==> config.mk <==
export PLATFORM = sky130hd
export DESIGN_NAME = imem_loader_flat
export DESIGN_NICKNAME = d
export VERILOG_FILES = /design/src/rtl/imem_loader_if.sv /design/src/rtl/imem_loader.sv /design/src/flat_wrapper.sv
export SDC_FILE = /design/constraint.sdc
export NUM_CORES = 1
export LEC_CHECK = 0
export CAP_MARGIN = 20
export CELL_PAD_IN_SITES_DETAIL_PLACEMENT = 1
export CELL_PAD_IN_SITES_GLOBAL_PLACEMENT = 1
export CORE_UTILIZATION = 46
export DETAILED_ROUTE_END_ITERATION = 7
export PLACE_DENSITY_LB_ADDON = 0.1
export SLEW_MARGIN = 15
export SYNTH_ARGS = -nofsm -noshare
export SYNTH_HDL_FRONTEND = slang
export SYNTH_SLANG_ARGS = --single-unit
==> constraint.sdc <==
create_clock -name clk -period 7.4 [get_ports clk]
set_input_delay 1.48 -clock clk [delete_from_list [all_inputs] [get_ports clk]]
set_output_delay 1.48 -clock clk [all_outputs]
set_load 0.005 [all_outputs]
==> src/rtl/imem_loader_if.sv <==
// Handshake and memory-write bundle between the boot-byte source, the loader
// and the writable instruction memory.
interface imem_loader_if #(
    parameter int ADDR_W = 6
);
    logic              start;
    logic [ADDR_W:0]   word_count;
    logic [7:0]        byte_in;
    logic              byte_valid;
    logic              byte_ready;
    logic              imem_we;
    logic [ADDR_W-1:0] imem_addr;
    logic [31:0]       imem_wdata;
    logic              cpu_hold;
    logic              done;
    logic [31:0]       checksum;

    modport master (
        output start, word_count, byte_in, byte_valid,
        input  byte_ready, imem_we, imem_addr, imem_wdata, cpu_hold, done, checksum
    );

    modport slave (
        input  start, word_count, byte_in, byte_valid,
        output byte_ready, imem_we, imem_addr, imem_wdata, cpu_hold, done, checksum
    );
endinterface

==> src/rtl/imem_loader.sv <==
// Boot loader: packs a little-endian byte stream into 32-bit words, writes them
// to consecutive instruction-memory addresses and holds the core until done.
module imem_loader #(
    parameter int ADDR_W = 6,
    parameter int DEPTH  = 64
) (
    input logic          clk,
    input logic          rst,
    imem_loader_if.slave bus
);
    // state   | meaning
    // IDLE    | waiting for start, core held
    // COLLECT | accepting bytes of the current word
    // WRITE   | one-cycle memory write of the assembled word
    // DONE    | load complete, core released
    typedef enum logic [1:0] {IDLE, COLLECT, WRITE, DONE} state_t;

    localparam logic [ADDR_W:0] DEPTH_C = (ADDR_W + 1)'(DEPTH);

    state_t            state;
    logic [1:0]        byte_idx;
    logic [ADDR_W-1:0] word_idx;
    logic [ADDR_W:0]   count;
    logic [23:0]       asm_word;
    logic [ADDR_W:0]   start_count;
    logic              last_word;

    assign start_count = (bus.word_count > DEPTH_C) ? DEPTH_C : bus.word_count;
    assign last_word   = ({1'b0, word_idx} == (count - 1'b1));

    always_ff @(posedge clk or posedge rst) begin
        if (rst) begin
            state          <= IDLE;
            byte_idx       <= '0;
            word_idx       <= '0;
            count          <= '0;
            asm_word       <= '0;
            bus.byte_ready <= 1'b0;
            bus.imem_we    <= 1'b0;
            bus.imem_addr  <= '0;
            bus.imem_wdata <= '0;
            bus.cpu_hold   <= 1'b1;
            bus.done       <= 1'b0;
            bus.checksum   <= '0;
        end else begin
            case (state)
                IDLE, DONE: begin
                    if (bus.start) begin
                        count        <= start_count;
                        bus.checksum <= '0;
                        word_idx     <= '0;
                        byte_idx     <= '0;
                        if (start_count == '0) begin
                            state          <= DONE;
                            bus.done       <= 1'b1;
                            bus.cpu_hold   <= 1'b0;
                            bus.byte_ready <= 1'b0;
                        end else begin
                            state          <= COLLECT;
                            bus.done       <= 1'b0;
                            bus.cpu_hold   <= 1'b1;
                            bus.byte_ready <= 1'b1;
                        end
                    end
                end
                COLLECT: begin
                    if (bus.byte_valid && bus.byte_ready) begin
                        byte_idx <= byte_idx + 2'd1;
                        case (byte_idx)
                            2'd0: asm_word[7:0]   <= bus.byte_in;
                            2'd1: asm_word[15:8]  <= bus.byte_in;
                            2'd2: asm_word[23:16] <= bus.byte_in;
                            default: begin
                                // Fourth byte goes straight into the write data.
                                bus.imem_we    <= 1'b1;
                                bus.imem_addr  <= word_idx;
                                bus.imem_wdata <= {bus.byte_in, asm_word};
                                bus.byte_ready <= 1'b0;
                                state          <= WRITE;
                            end
                        endcase
                    end
                end
                WRITE: begin
                    bus.imem_we  <= 1'b0;
                    bus.checksum <= bus.checksum + bus.imem_wdata;
                    if (last_word) begin
                        state        <= DONE;
                        bus.done     <= 1'b1;
                        bus.cpu_hold <= 1'b0;
                    end else begin
                        word_idx       <= word_idx + 1'b1;
                        state          <= COLLECT;
                        bus.byte_ready <= 1'b1;
                    end
                end
                default: state <= IDLE;
            endcase
        end
    end
endmodule

==> src/flat_wrapper.sv <==
// flat-port wrapper written by rule: the top's interface ports become plain ports
module imem_loader_flat 
#(
    parameter int ADDR_W = 6,
    parameter int DEPTH  = 64
)
  (clk, rst, bus_start, bus_word_count, bus_byte_in, bus_byte_valid, bus_byte_ready, bus_imem_we, bus_imem_addr, bus_imem_wdata, bus_cpu_hold, bus_done, bus_checksum);
  imem_loader_if #(.ADDR_W(ADDR_W)) bus_i ();
  input logic clk;
  input logic rst;
  input wire logic [$bits(bus_i.start)-1:0] bus_start;
  input wire logic [$bits(bus_i.word_count)-1:0] bus_word_count;
  input wire logic [$bits(bus_i.byte_in)-1:0] bus_byte_in;
  input wire logic [$bits(bus_i.byte_valid)-1:0] bus_byte_valid;
  output wire logic [$bits(bus_i.byte_ready)-1:0] bus_byte_ready;
  output wire logic [$bits(bus_i.imem_we)-1:0] bus_imem_we;
  output wire logic [$bits(bus_i.imem_addr)-1:0] bus_imem_addr;
  output wire logic [$bits(bus_i.imem_wdata)-1:0] bus_imem_wdata;
  output wire logic [$bits(bus_i.cpu_hold)-1:0] bus_cpu_hold;
  output wire logic [$bits(bus_i.done)-1:0] bus_done;
  output wire logic [$bits(bus_i.checksum)-1:0] bus_checksum;
  assign bus_i.start = bus_start;
  assign bus_i.word_count = bus_word_count;
  assign bus_i.byte_in = bus_byte_in;
  assign bus_i.byte_valid = bus_byte_valid;
  assign bus_byte_ready = bus_i.byte_ready;
  assign bus_imem_we = bus_i.imem_we;
  assign bus_imem_addr = bus_i.imem_addr;
  assign bus_imem_wdata = bus_i.imem_wdata;
  assign bus_cpu_hold = bus_i.cpu_hold;
  assign bus_done = bus_i.done;
  assign bus_checksum = bus_i.checksum;
  imem_loader #(.ADDR_W(ADDR_W), .DEPTH(DEPTH)) u_core (.clk(clk), .rst(rst), .bus(bus_i));
endmodule
# ---- After elaboration in Yosys (flattened, before gate mapping)
# Cells that the tools add are included.
dict set report word_totals {
  ff_bits 115
  input_bits 19
  output_inout_bits 74
  wordCells 82
}
dict set report op_classes {
  addsub 4
  n_lt_le_gt_ge 1
  n_eq_ne 11
  muxes 30
  bitwise 1
  n_reduce_logical 21
}
# op n
set op_table {}
lappend op_table {{one-hot mux 32 bit (2 select lines)} 1}
lappend op_table {{adder 32 bit} 1}
lappend op_table {{two-way mux 32 bit} 1}
lappend op_table {{AND reduction 3 bit} 9}
lappend op_table {{two-way mux 2 bit} 7}
lappend op_table {{two-way mux 6 bit} 2}
lappend op_table {{one-hot mux 6 bit (2 select lines)} 1}
lappend op_table {{two-way mux 1 bit} 11}
lappend op_table {{equality test 6 x 7 -> 1 bit} 1}
lappend op_table {{> comparator 7 bit (second input constant)} 1}
lappend op_table {{zero test 7 bit} 1}
lappend op_table {{two-way mux 7 bit} 1}
lappend op_table {{subtractor 7 x 1 -> 7 bit (second input constant)} 1}
lappend op_table {{adder 6 x 1 -> 6 bit (second input constant)} 1}
lappend op_table {{equality test 2 bit (second input constant)} 3}
lappend op_table {{!= test 2 bit (second input constant)} 3}
lappend op_table {{one-hot mux 1 bit (2 select lines)} 3}
lappend op_table {{one-hot mux 2 bit (3 select lines)} 1}
lappend op_table {{nonzero test 2 bit} 3}
lappend op_table {{equality test 2 x 1 -> 1 bit (second input constant)} 2}
lappend op_table {{zero test 2 bit} 2}
lappend op_table {{!= test 2 x 1 -> 1 bit (second input constant)} 2}
lappend op_table {{one-hot mux 2 bit (2 select lines)} 1}
lappend op_table {{AND reduction 2 bit} 2}
lappend op_table {{other kinds (7)} 7}

# ---- Depth between registers and ports, before layout
# Gate-level depths: netlist (run 1).
dict set report depth {
  word_depth 6
  mapped_depth 11
  mapped_depth_nobuf 11
}

# ---- Worst setup path before layout (run 1)
# OpenSTA, ideal clock, no wires.
dict set report synth_timing {
  path_type {input-to-reg}
  start {in bus_byte_valid}
  end {reg u_core.bus.imem_wdata[10]}
  setup_time_ns 0.125
  t_arrival_ns 2.589
  required_ns 7.275
  path_slack_ns 4.686
  cell_stages 5
  path_buffers 2
  cell_sequence {and3_1 clkbuf_1 nand2_1 clkbuf_1 mux2_2}
}
dict set report synth_via {
  elab_chain_len 2
}
# item line
set synth_rtl {}
lappend synth_rtl {{start: declaration} flat_wrapper.sv:14} ;# input wire logic [$bits(bus_i.byte_valid)-1:0] bus_byte_valid;
lappend synth_rtl {{logical AND 1 bit} imem_loader.sv:67} ;# if (bus.byte_valid && bus.byte_ready) begin
lappend synth_rtl {{AND reduction 3 bit (no line)} --}
lappend synth_rtl {{end signal: assignment} imem_loader.sv:77} ;# bus.imem_wdata <= {bus.byte_in, asm_word};
lappend synth_rtl {{end: declaration} imem_loader_if.sv:25} ;# output byte_ready, imem_we, imem_addr, imem_wdata, cpu_hold, done, checksum
# No other way between the ends.
# A chain may end at the register's enable or synchronous reset.

# ---- Final worst setup path (run 1)
dict set report layout_timing {
  start {reg u_core.bus.imem_wdata[0]}
  end {reg u_core.bus.checksum[28]}
}
dict set report layout_via {
  elab_chain_len 2
}
# item line
set layout_rtl {}
lappend layout_rtl {{adder 32 bit} imem_loader.sv:86} ;# bus.checksum <= bus.checksum + bus.imem_wdata;
lappend layout_rtl {{one-hot mux 32 bit (2 select lines)} imem_loader.sv:46} ;# case (state)
lappend layout_rtl {{end signal: assignment} imem_loader.sv:86}
lappend layout_rtl {{end: declaration} imem_loader_if.sv:25}
# No other way between the ends.

==> impl_metrics.tcl, run 1 <==
set metrics [dict create \
    outcome "complete, no violations" \
    start_kind "register" \
    power_switching_mw 0.314 \
    worst_clock_skew_ns 0.00594 \
    drv_slew 0 \
    synthAdderAreaFrac_pct 8.11 \
    final.setup.worst_slack_ns 4.10 \
    p_int_mw 1.17 \
    grt_usage_pct 27.5 \
    h-tree-depth 4 \
    p_leak_nw 3.80 \
    comb_power_share_pct 2.0 \
    fin_crit_ns 3.30 \
    synth_commonest_cells "dfrtp_1 (114), nand2_1 (76), mux2_2 (61), o21ai_0 (57), a21oi_1 (41)" \
    syn_area_mm2 0.00642 \
    synth_largest_area_cell "dfrtp_1" \
    synth_top_family_by_area "compound AO/OA/AOI/OAI gates" \
    overflow 0 \
    antenna_found_initial 0 \
    drc 0 \
    cts_tree "yes" \
    yosys.cell_count.top_type "dfrtp_1" \
    rsz0062_at_grt "false" \
    yosys-mux-area-fraction_pct 11.0 \
    placementRows 42 \
    vias 5360 \
    drive_gt1_share_pct 14.5 \
    relSlewSlack_pct 29.5 \
    syn_avg_cell_area_um2 10.2 \
    place.gp.congestion 0.926 \
    synth_edf_count 0 \
    cp-end-kind "register" \
    holdBufCountCts 0 \
    grt_pass1_wl_um 30200 \
    routed_wl_um 18600 \
    cts_resized 0 \
    num-nets-final 779 \
    crit_required_ns 7.67 \
    synth_simple_gate_area_share_pct 13.0 \
    die_w_um 120 \
    period_share_pct 44.5 \
    ant_nets 0 \
    io_buffer_count 92 \
    ioPinCount 93 \
    synth-main-ff-cell "dfrtp_1" \
    postSynthCellCount 627 \
    clockPowerShare_pct 55.7 \
    cts_setup_buffers 0 \
    hold_path.class "register to register" \
    synth_compound_area_share_pct 15.7 \
    fmax_mhz 303 \
    critPathMaxFanout 4 \
    cts_made_buffers 17 \
    fin_setup_tns_ns 0 \
    synth-xor-area-share_pct 4.37 \
    drtIter0Drc 261 \
    cts.path.max_buffers 2 \
    p_seq_share_pct 42.3 \
    dp_hpwl_um 13000 \
    fin_area_mm2 0.00809 \
    die_h_um 120 \
    synth_area_leaders "dfrtp_1 (44%), mux2_2 (11%), ha_1 (7.8%)" \
    detail_route.wl_per_cell_um 20.5 \
    ys_ff_latch 115 \
    yosysWarnings 0 \
    clk_latency_ns 0.42 \
    fillCellCount 1450 \
    ys_seq_area_share_pct 44.8 \
    pre_cts_slack_ns 3.85 \
    hold_viol 0 \
    ir_drop_mv 0.169 \
    synth.net_count 687 \
    fin_util_pct 60.3 \
    path_class "register to register" \
    whs_ns 0.480 \
    core_mm2 0.0134 \
    dr.pass1.iters 5 \
    first_global_vias 5615 \
    grt_max_degree 61 \
    vias_per_cell 5.90 \
    arrival_ns 3.57 \
    tightest_slew_ns 1.05 \
    setup_violations 0 \
    postPlaceCellArea_mm2 0.00750 \
    clkSlewWorstSetupHoldPaths_ns 0.05 \
    synth_top_cell_area_share_pct 44.4 \
    postSynth.asyncResetShare_pct 100 \
    syn_to_final_growth_pct 25.9 \
    drv_cap 0 \
    die_area_mm2 0.0144 \
    start_util_pct 47.9 \
    clk_root_buffer_cell "clkbuf_16" \
    p_per_area_mw_per_mm2 184 \
    antenna_cells 0 \
    cts.sinks 115 \
    p_sw_share_pct 21.1 \
    synthDistinctLibCells 64 \
]
==> placed cells by master (no fill, tap or decap), types with 4 or more instances in the layout <==
cell type,netlist,layout
or4_1,4,4
o211ai_1,6,6
nand2b_1,18,18
a31oi_1,5,5
and3_1,8,8
nor3_1,7,7
mux2_2,61,61
a21oi_1,41,41
a21o_1,13,13
o21ai_0,57,57
nor2_1,13,13
nand3_1,13,13
o21bai_1,4,4
nand4_1,9,9
xnor2_1,19,19
clkdlybuf4s50_1,0,92
clkbuf_16,0,17
inv_1,26,25
xor2_1,13,13
dfrtp_1,114,114
ha_1,40,40
clkinv_2,0,6
o31ai_1,4,4
a211oi_1,4,4
nand2_1,76,75
==> per-layer routing <==
metal	up-vias	routed length (µm)	part of all wire, %	global-route usage [%]
li1	2457	-	-	-
met1	2725	7790	42	32.8
met2	128	9740	52	48.7
met3	50	570	3.1	5.13
met4	0	515	2.8	10.6
met5	-	0	0	0
==> worst paths after layout <==
check / from / endpoint / slack, ns / cells past startpoint
setup / recovery: u_core.bus.imem_wdata[0] / u_core.bus.checksum[28] / 4.10 / 11
hold / removal: u_core.bus.cpu_hold / u_core.bus.cpu_hold / 0.48 / 2
setup reg to reg: u_core.bus.imem_wdata[0] / u_core.bus.checksum[28] / 4.10 / 11
hold reg to reg: u_core.bus.cpu_hold / u_core.bus.cpu_hold / 0.48 / 2
max in group asynchronous: rst / u_core.bus.checksum[31] / 4.64 / 3
min in group asynchronous: rst / u_core.asm_word[1] / 1.56 / 2
==> layout make-up <==
type	count	area, µm²	share of cell area, %
multi-input combinational	464	3360	41.5
sequential	115	2880	35.6
timing repair buffer	95	943	11.7
clock buffer	21	450	5.57
tap	176	220	2.72
clock inverter	11	135	1.67
inverter	26	100	1.24
==> stage by stage <==
step / total power [mW] / instances
after global placement: 0.670 / 876
after CTS: 1.49 / 908
after global routing: 1.52 / 908
after floorplan: 0.651 / 627
after detailed placement: 0.671 / 876
final: 1.49 / 908
==> state kept, by name, indices dropped and copies added (netlist names) <==
signal and flops:
u_core.bus.checksum 32, u_core.bus.imem_wdata 32, u_core.asm_word 24, u_core.count 7, u_core.bus.imem_addr 6, u_core.word_idx 6, u_core.byte_idx 2, u_core.state 2
u_core.bus.byte_ready 1, u_core.bus.cpu_hold 1, u_core.bus.done 1, u_core.bus.imem_we 1
==> cells by family after synthesis <==
kind of cell             after synthesis
AND/OR/NAND/NOR                      166
AO/OA/AOI/OAI                        162
flip-flops                           115
multiplexers                          63
buffers and inverters                 48
adder cells (fa/ha/maj)               41
XOR/XNOR                              32
==> power groups by stage <==
stage / registers [mW] / logic [mW] / clock network, mW
2_1_floorplan: 0.641 / 0.0107 / 0
3_3_place_gp: 0.640 / 0.0294 / 0
3_5_place_dp: 0.640 / 0.0304 / 0
4_1_cts: 0.630 / 0.0302 / 0.834
5_1_grt: 0.629 / 0.0326 / 0.860
6_report: 0.630 / 0.0291 / 0.829
==> worst max-delay path: stages (launching register included) <==
cell	delay, ns
dfrtp_1	0.42
ha_1	0.23
inv_1	0.07
fa_1	0.37
nand2b_1	0.20
a21oi_1	0.37
o311ai_2	0.26
a211oi_1	0.38
nor2_1	0.16
o21ai_0	0.29
mux2i_1	0.27
nand3_1	0.13
Power figures use the tool's default switching activity.
==> inputs of run 2 (changes only) <==
CORE_UTILIZATION = 43   (was 46)
clock period = 3.4 ns   (was 7.4 ns; I/O delays follow)
==> run 2 against run 1 <==
Clock skew is 0.0050 ns higher. Combinational power is 130% higher. Total power is 120% higher. Design area is 0.79% higher. Clock power is 120% higher. Sequential share of layout area is 0.28 points lower. Cell count is 1.3% higher. Setup slack worse by 3.8 ns. Flip-flop and latch count stayed put. First-iteration DRC count is 5.4% lower. Via count is 1.8% lower. Highest routed layer unchanged.
==> impl_metrics.tcl, run 2 (synthesis results as in run 1) <==
set metrics [dict create \
    r2r_cells 11 \
    dp_cells 888 \
    dr.pass1.iters 4 \
    syn_to_final_growth_pct 26.9 \
    crit_required_ns 3.70 \
    reg2reg_to "u_core.bus.checksum[28]" \
    p_leak_nw 3.82 \
    start_util_pct 44.2 \
    whs_ns 0.476 \
    ant_nets 0 \
    routed_wl_um 18300 \
    tightest_slew_ns 0.678 \
    cts_resized 0 \
    use_met2_pct 43.6 \
    path_cells "ha_1 -> inv_1 -> fa_1 -> nand2b_1 -> a21oi_1 -> o311ai_2 -> a211oi_1 -> nor2_1 -> o21ai_0 -> mux2i_1 -> nand3_1" \
    regArea_mm2 0.00288 \
    hold_viol 0 \
    drv_cap 0 \
    die_area_mm2 0.0154 \
    fin_crit_ns 3.08 \
    ir_drop_mv 0.325 \
    drc 0 \
    drv_slew 0 \
    cts_made_buffers 17 \
    arrival_ns 3.38 \
    holdBufCountCts 0 \
    core_mm2 0.0145 \
    path_depth 11 \
    gr-usage-met3_pct 4.40 \
    setup_violations 0 \
    dp_hpwl_um 13400 \
    fillCellCount 1585 \
    placementRows 44 \
    overflow 0 \
    timing.reg2reg.setup_slack_ns 0.32 \
    cp_num_buf_inv 1 \
    worst_clock_skew_ns 0.0110 \
    crit_end "u_core.bus.checksum[28]" \
    vias 5262 \
    r2r_start "u_core.bus.checksum[0]" \
    p_int_mw 2.56 \
    start_kind "register" \
    path_delay_family "compound AO/OA/AOI/OAI gates" \
    antenna_found_initial 0 \
    h-tree-depth 4 \
    drtIter0Drc 247 \
    outcome "complete, no violations" \
    power_switching_mw 0.685 \
    cts.sinks 115 \
    p_seq_share_pct 42.3 \
    place.gp.congestion 0.883 \
    startpoint "u_core.bus.checksum[0]" \
    antenna_cells 0 \
    die_h_um 124 \
    top_usage_layer "met2" \
    cts_tree "yes" \
    grt_usage_pct 25.6 \
    clkSlewWorstSetupHoldPaths_ns 0.06 \
    first_global_vias 5581 \
    comb_power_share_pct 2.1 \
    cpPeakStageDelay_ns 0.40 \
    crit_slowest_cell "fa_1" \
    cp-end-kind "register" \
    p_per_area_mw_per_mm2 398 \
    fmax_mhz 324 \
    hold_path.class "register to register" \
    cts_setup_buffers 0 \
    ioPinCount 93 \
    finalNonFillerCells 920 \
    final_cell_mix "dfrtp_1 (114), clkdlybuf4s50_1 (92), nand2_1 (76)" \
    path_class "register to register" \
    grt_max_degree 64 \
    drive_gt1_share_pct 14.8 \
    die_w_um 124 \
    cts.path.max_buffers 2 \
    detail_route.wl_per_cell_um 19.9 \
    fin_setup_tns_ns 0 \
    layout.cells.most_common "dfrtp_1" \
    grtUsageMet1_pct 31.6 \
    p_sw_share_pct 21.1 \
    clockPowerShare_pct 55.6 \
    critPathMaxFanout 4 \
    clk_root_buffer_cell "clkbuf_16" \
    vias_per_cell 5.72 \
    relSlewSlack_pct 54.7 \
    multi_input_area_mm2 0.00335 \
    top_regs "u_core.bus.checksum: 32 flops, u_core.bus.imem_wdata: 32 flops, u_core.asm_word: 24 flops" \
    clk_latency_ns 0.43 \
    num-nets-final 783 \
    io_buffer_count 92 \
    rsz0062_at_grt "false" \
    period_share_pct 90.7 \
    grt_pass1_wl_um 29500 \
]
## run 2: cell types whose count changed in the layout (fill, tap and decap cells not counted)
cell	change
buf_4	+2
nand2_2	-1
clkinvlp_4	+1
nand2_1	+1
inv_4	-1
buf_12	+2
## run 2: layout make-up
type                    count  share of cell area [%]
multi-input cells         464                    41.2
flip-flops and latches    115                    35.3
repair buffers             99                    12.3
clock buffers              21                    5.53
well taps                 184                    2.83
clock inverters            11                    1.66
inverters                  26                    1.24
## run 2: power by group through the flow
| stage | logic, mW | registers, mW | clock network, mW |
|---|---|---|---|
| after global placement | 0.0682 | 1.39 | 0 |
| after CTS | 0.0700 | 1.37 | 1.83 |
| final | 0.0675 | 1.37 | 1.80 |
| after global routing | 0.0757 | 1.37 | 1.88 |
| after floorplan | 0.0235 | 1.39 | 0 |
| after detailed placement | 0.0698 | 1.39 | 0 |
## run 2: worst min path at each step
| stage | to | startpoint | cells after the start |
|---|---|---|---|
| 6_report | u_core.bus.cpu_hold | u_core.bus.cpu_hold | 2 |
| 3_3_place_gp | u_core.bus.cpu_hold | u_core.bus.cpu_hold | 2 |
| 4_1_cts | u_core.bus.cpu_hold | u_core.bus.cpu_hold | 2 |
| 5_1_grt | u_core.bus.cpu_hold | u_core.bus.cpu_hold | 2 |
| 3_5_place_dp | u_core.bus.cpu_hold | u_core.bus.cpu_hold | 2 |
| 2_1_floorplan | u_core.bus.cpu_hold | u_core.bus.cpu_hold | 2 |
## run 2: worst reg2reg max path, cell delays in order (launching register included)
cell and delay (ns):
dfrtp_1 0.37, ha_1 0.22, inv_1 0.07, fa_1 0.40, nand2b_1 0.23, a21oi_1 0.34
o311ai_2 0.25, a211oi_1 0.35, nor2_1 0.12, o21ai_0 0.27, mux2i_1 0.24, nand3_1 0.09
## run 2: through the flow
| stage | instance area, µm² | util [%] | setup slack, ns | power (mW) |
|---|---|---|---|---|
| global placement | 7560 | 52.0 | 0.516 | 1.46 |
| global route | 8150 | 56.1 | 0.0602 | 3.33 |
| finish | 8150 | 56.1 | 0.318 | 3.24 |
| CTS | 8150 | 56.1 | 0.284 | 3.27 |
| detailed placement | 7560 | 52.0 | 0.352 | 1.46 |
| floorplan | 6420 | - | 0.869 | 1.42 |
## run 2: metal layers
metal  routed length, µm  up-vias
met5                   0        -
met4                 533        0
met3                 574       36
met2                9210      111
met1                7960     2656
li1                    -     2459
==> inputs of run 3 (changes only) <==
CORE_UTILIZATION = 46   (was 43)
PLACE_DENSITY = 0.82   (was not set)
PLACE_DENSITY_LB_ADDON = not set   (was 0.1)
clock period = 3.6 ns   (was 3.4 ns; I/O delays follow)
==> run 3 against run 2 <==
First-iteration DRC count fell by 4.5%. Total power is 7.3% lower. Register-to-register slack gained 0.24 ns. Setup slack better by 0.24 ns. Flip-flop and latch count stayed put. Design area shrank 0.49%. Sequential share of layout area grew 0.17 points. Utilization increased by 4.4 points. Critical endpoint unchanged. Largest power group unchanged.
==> impl_metrics.tcl, run 3 (synthesis results as in run 1) <==
set metrics [dict create \
    relSlewSlack_pct 54.8 \
    worst_hold_path.num_cells 2 \
    antenna_cells 0 \
    cp-end-kind "register" \
    hold_viol 0 \
    clkSlewWorstSetupHoldPaths_ns 0.06 \
    layout.cells.most_common "dfrtp_1" \
    core_mm2 0.0134 \
    start_kind "register" \
    vias_per_cell 5.90 \
    grt_pass1_wl_um 30400 \
    drc 0 \
    drv_cap 0 \
    place.gp.congestion 0.957 \
    detail_route.wl_per_cell_um 20.4 \
    multi_input_area_mm2 0.00335 \
    overflow 0 \
    finalNonFillerCells 909 \
    fillCellCount 1453 \
    syn_to_final_growth_pct 26.3 \
    drv_slew 0 \
    p_per_area_mw_per_mm2 370 \
    cts_resized 0 \
    clk_root_buffer_cell "clkbuf_16" \
    clk_latency_ns 0.42 \
    fin_crit_ns 3.04 \
    rsz0062_at_grt "false" \
    routed_wl_um 18500 \
    hold_path.class "register to register" \
    setup_violations 0 \
    holdCritStartpoint "u_core.bus.cpu_hold" \
    cts.sinks 115 \
    ioPinCount 93 \
    drive_gt1_share_pct 14.9 \
    placementRows 42 \
    fmax_mhz 329 \
    grt_max_degree 91 \
    p_leak_nw 3.81 \
    arrival_ns 3.34 \
    critPathMaxFanout 4 \
    die_h_um 120 \
    fin_area_mm2 0.00811 \
    r2r_cells 11 \
    cts_setup_buffers 0 \
    dp_hpwl_um 13200 \
    fin_util_pct 60.5 \
    tightest_slew_ns 0.677 \
    die_area_mm2 0.0144 \
    final_cell_mix "dfrtp_1 (114), clkdlybuf4s50_1 (92), nand2_1 (76)" \
    crit_required_ns 3.90 \
    cts_made_buffers 17 \
    ir_drop_mv 0.279 \
    dr.pass1.iters 4 \
    crit_slowest_cell "fa_1" \
    regArea_mm2 0.00288 \
    r2r_start "u_core.bus.checksum[0]" \
    grt_usage_pct 27.4 \
    outcome "complete, no violations" \
    dp_cells 879 \
    path_class "register to register" \
    num-nets-final 782 \
    startpoint "u_core.bus.checksum[0]" \
    postPlaceCellArea_mm2 0.00753 \
    cts.path.max_buffers 2 \
    first_global_vias 5833 \
    path_cells "ha_1 -> inv_1 -> fa_1 -> nand2b_1 -> a21oi_1 -> o311ai_2 -> a211oi_1 -> nor2_1 -> o21ai_0 -> mux2i_1 -> nand3_1" \
    fin_setup_tns_ns 0 \
    antenna_found_initial 0 \
    drtIter0Drc 236 \
    io_buffer_count 92 \
    holdBufCountCts 0 \
    top_regs "u_core.bus.checksum: 32 flops, u_core.bus.imem_wdata: 32 flops, u_core.asm_word: 24 flops" \
    cts_tree "yes" \
    worst_clock_skew_ns 0.00662 \
    cpPeakStageDelay_ns 0.40 \
    start_util_pct 47.9 \
    h-tree-depth 4 \
    vias 5359 \
    ant_nets 0 \
    period_share_pct 84.6 \
    die_w_um 120 \
]
## run 3: changes by cell type in the layout (fill, tap and decap cells not counted)
cell	before	now
buf_12	2	1
bufinv_16	3	2
clkbuf_1	3	0
clkbuf_8	1	3
clkinv_2	6	5
clkinv_4	0	1
## run 3: final timing paths
check                                     endpoint  slack (ns)
setup / recovery           u_core.bus.checksum[28]        0.56
hold / removal                 u_core.bus.cpu_hold        0.47
setup reg to reg           u_core.bus.checksum[28]        0.56
hold reg to reg                u_core.bus.cpu_hold        0.47
max in group asynchronous      u_core.bus.cpu_hold        2.03
min in group asynchronous   u_core.bus.checksum[2]        0.72
## run 3: metal layers
| metal | share of wire [%] | vias to the layer above | track usage [%] | wire [µm] |
|---|---|---|---|---|
| met3 | 3.9 | 50 | 4.90 | 715 |
| met1 | 42 | 2707 | 33.1 | 7700 |
| met5 | 0 | - | 0 | 0 |
| met2 | 51 | 135 | 47.4 | 9530 |
| li1 | - | 2467 | - | - |
| met4 | 3.1 | 0 | 12.5 | 572 |
## run 3: where the power goes
group	internal, mW	total (mW)	leakage [nW]	switching (mW)
clock	1.06	1.65	0.283	0.590
sequential	1.29	1.29	1.59	0.0000656
combinational	0.0223	0.0606	1.93	0.0383
total	2.37	3.00	3.81	0.629
## run 3: per-stage QoR
step	setup slack [ns]	total power, mW	hold WS [ns]
final	0.556	3.00	0.473
after detailed placement	0.654	1.38	0.469
after global placement	0.751	1.38	0.461
after global routing	0.350	3.08	0.511
after CTS	0.544	3.03	0.479
after floorplan	1.07	1.34	0.458
## run 3: worst max-delay path, delay by kind of cell (launching register included)
family                     cells  cell delay (ns)
DFF                            1             0.37
buffers and inverters          1             0.07
adders and majority gates      2             0.61
and+or+nand+nor                3             0.43
AOI/OAI and AO/OA              4             1.23
muxes                          1             0.22
## run 3: layout make-up
| class | count | area share, % |
|---|---|---|
| Inverter | 26 | 1.25 |
| Sequential cell | 115 | 35.5 |
| Clock buffer | 20 | 5.76 |
| Tap cell | 176 | 2.72 |
| Clock inverter | 10 | 1.34 |
| Timing Repair Buffer | 98 | 12.1 |
| Multi-Input combinational cell | 464 | 41.4 |
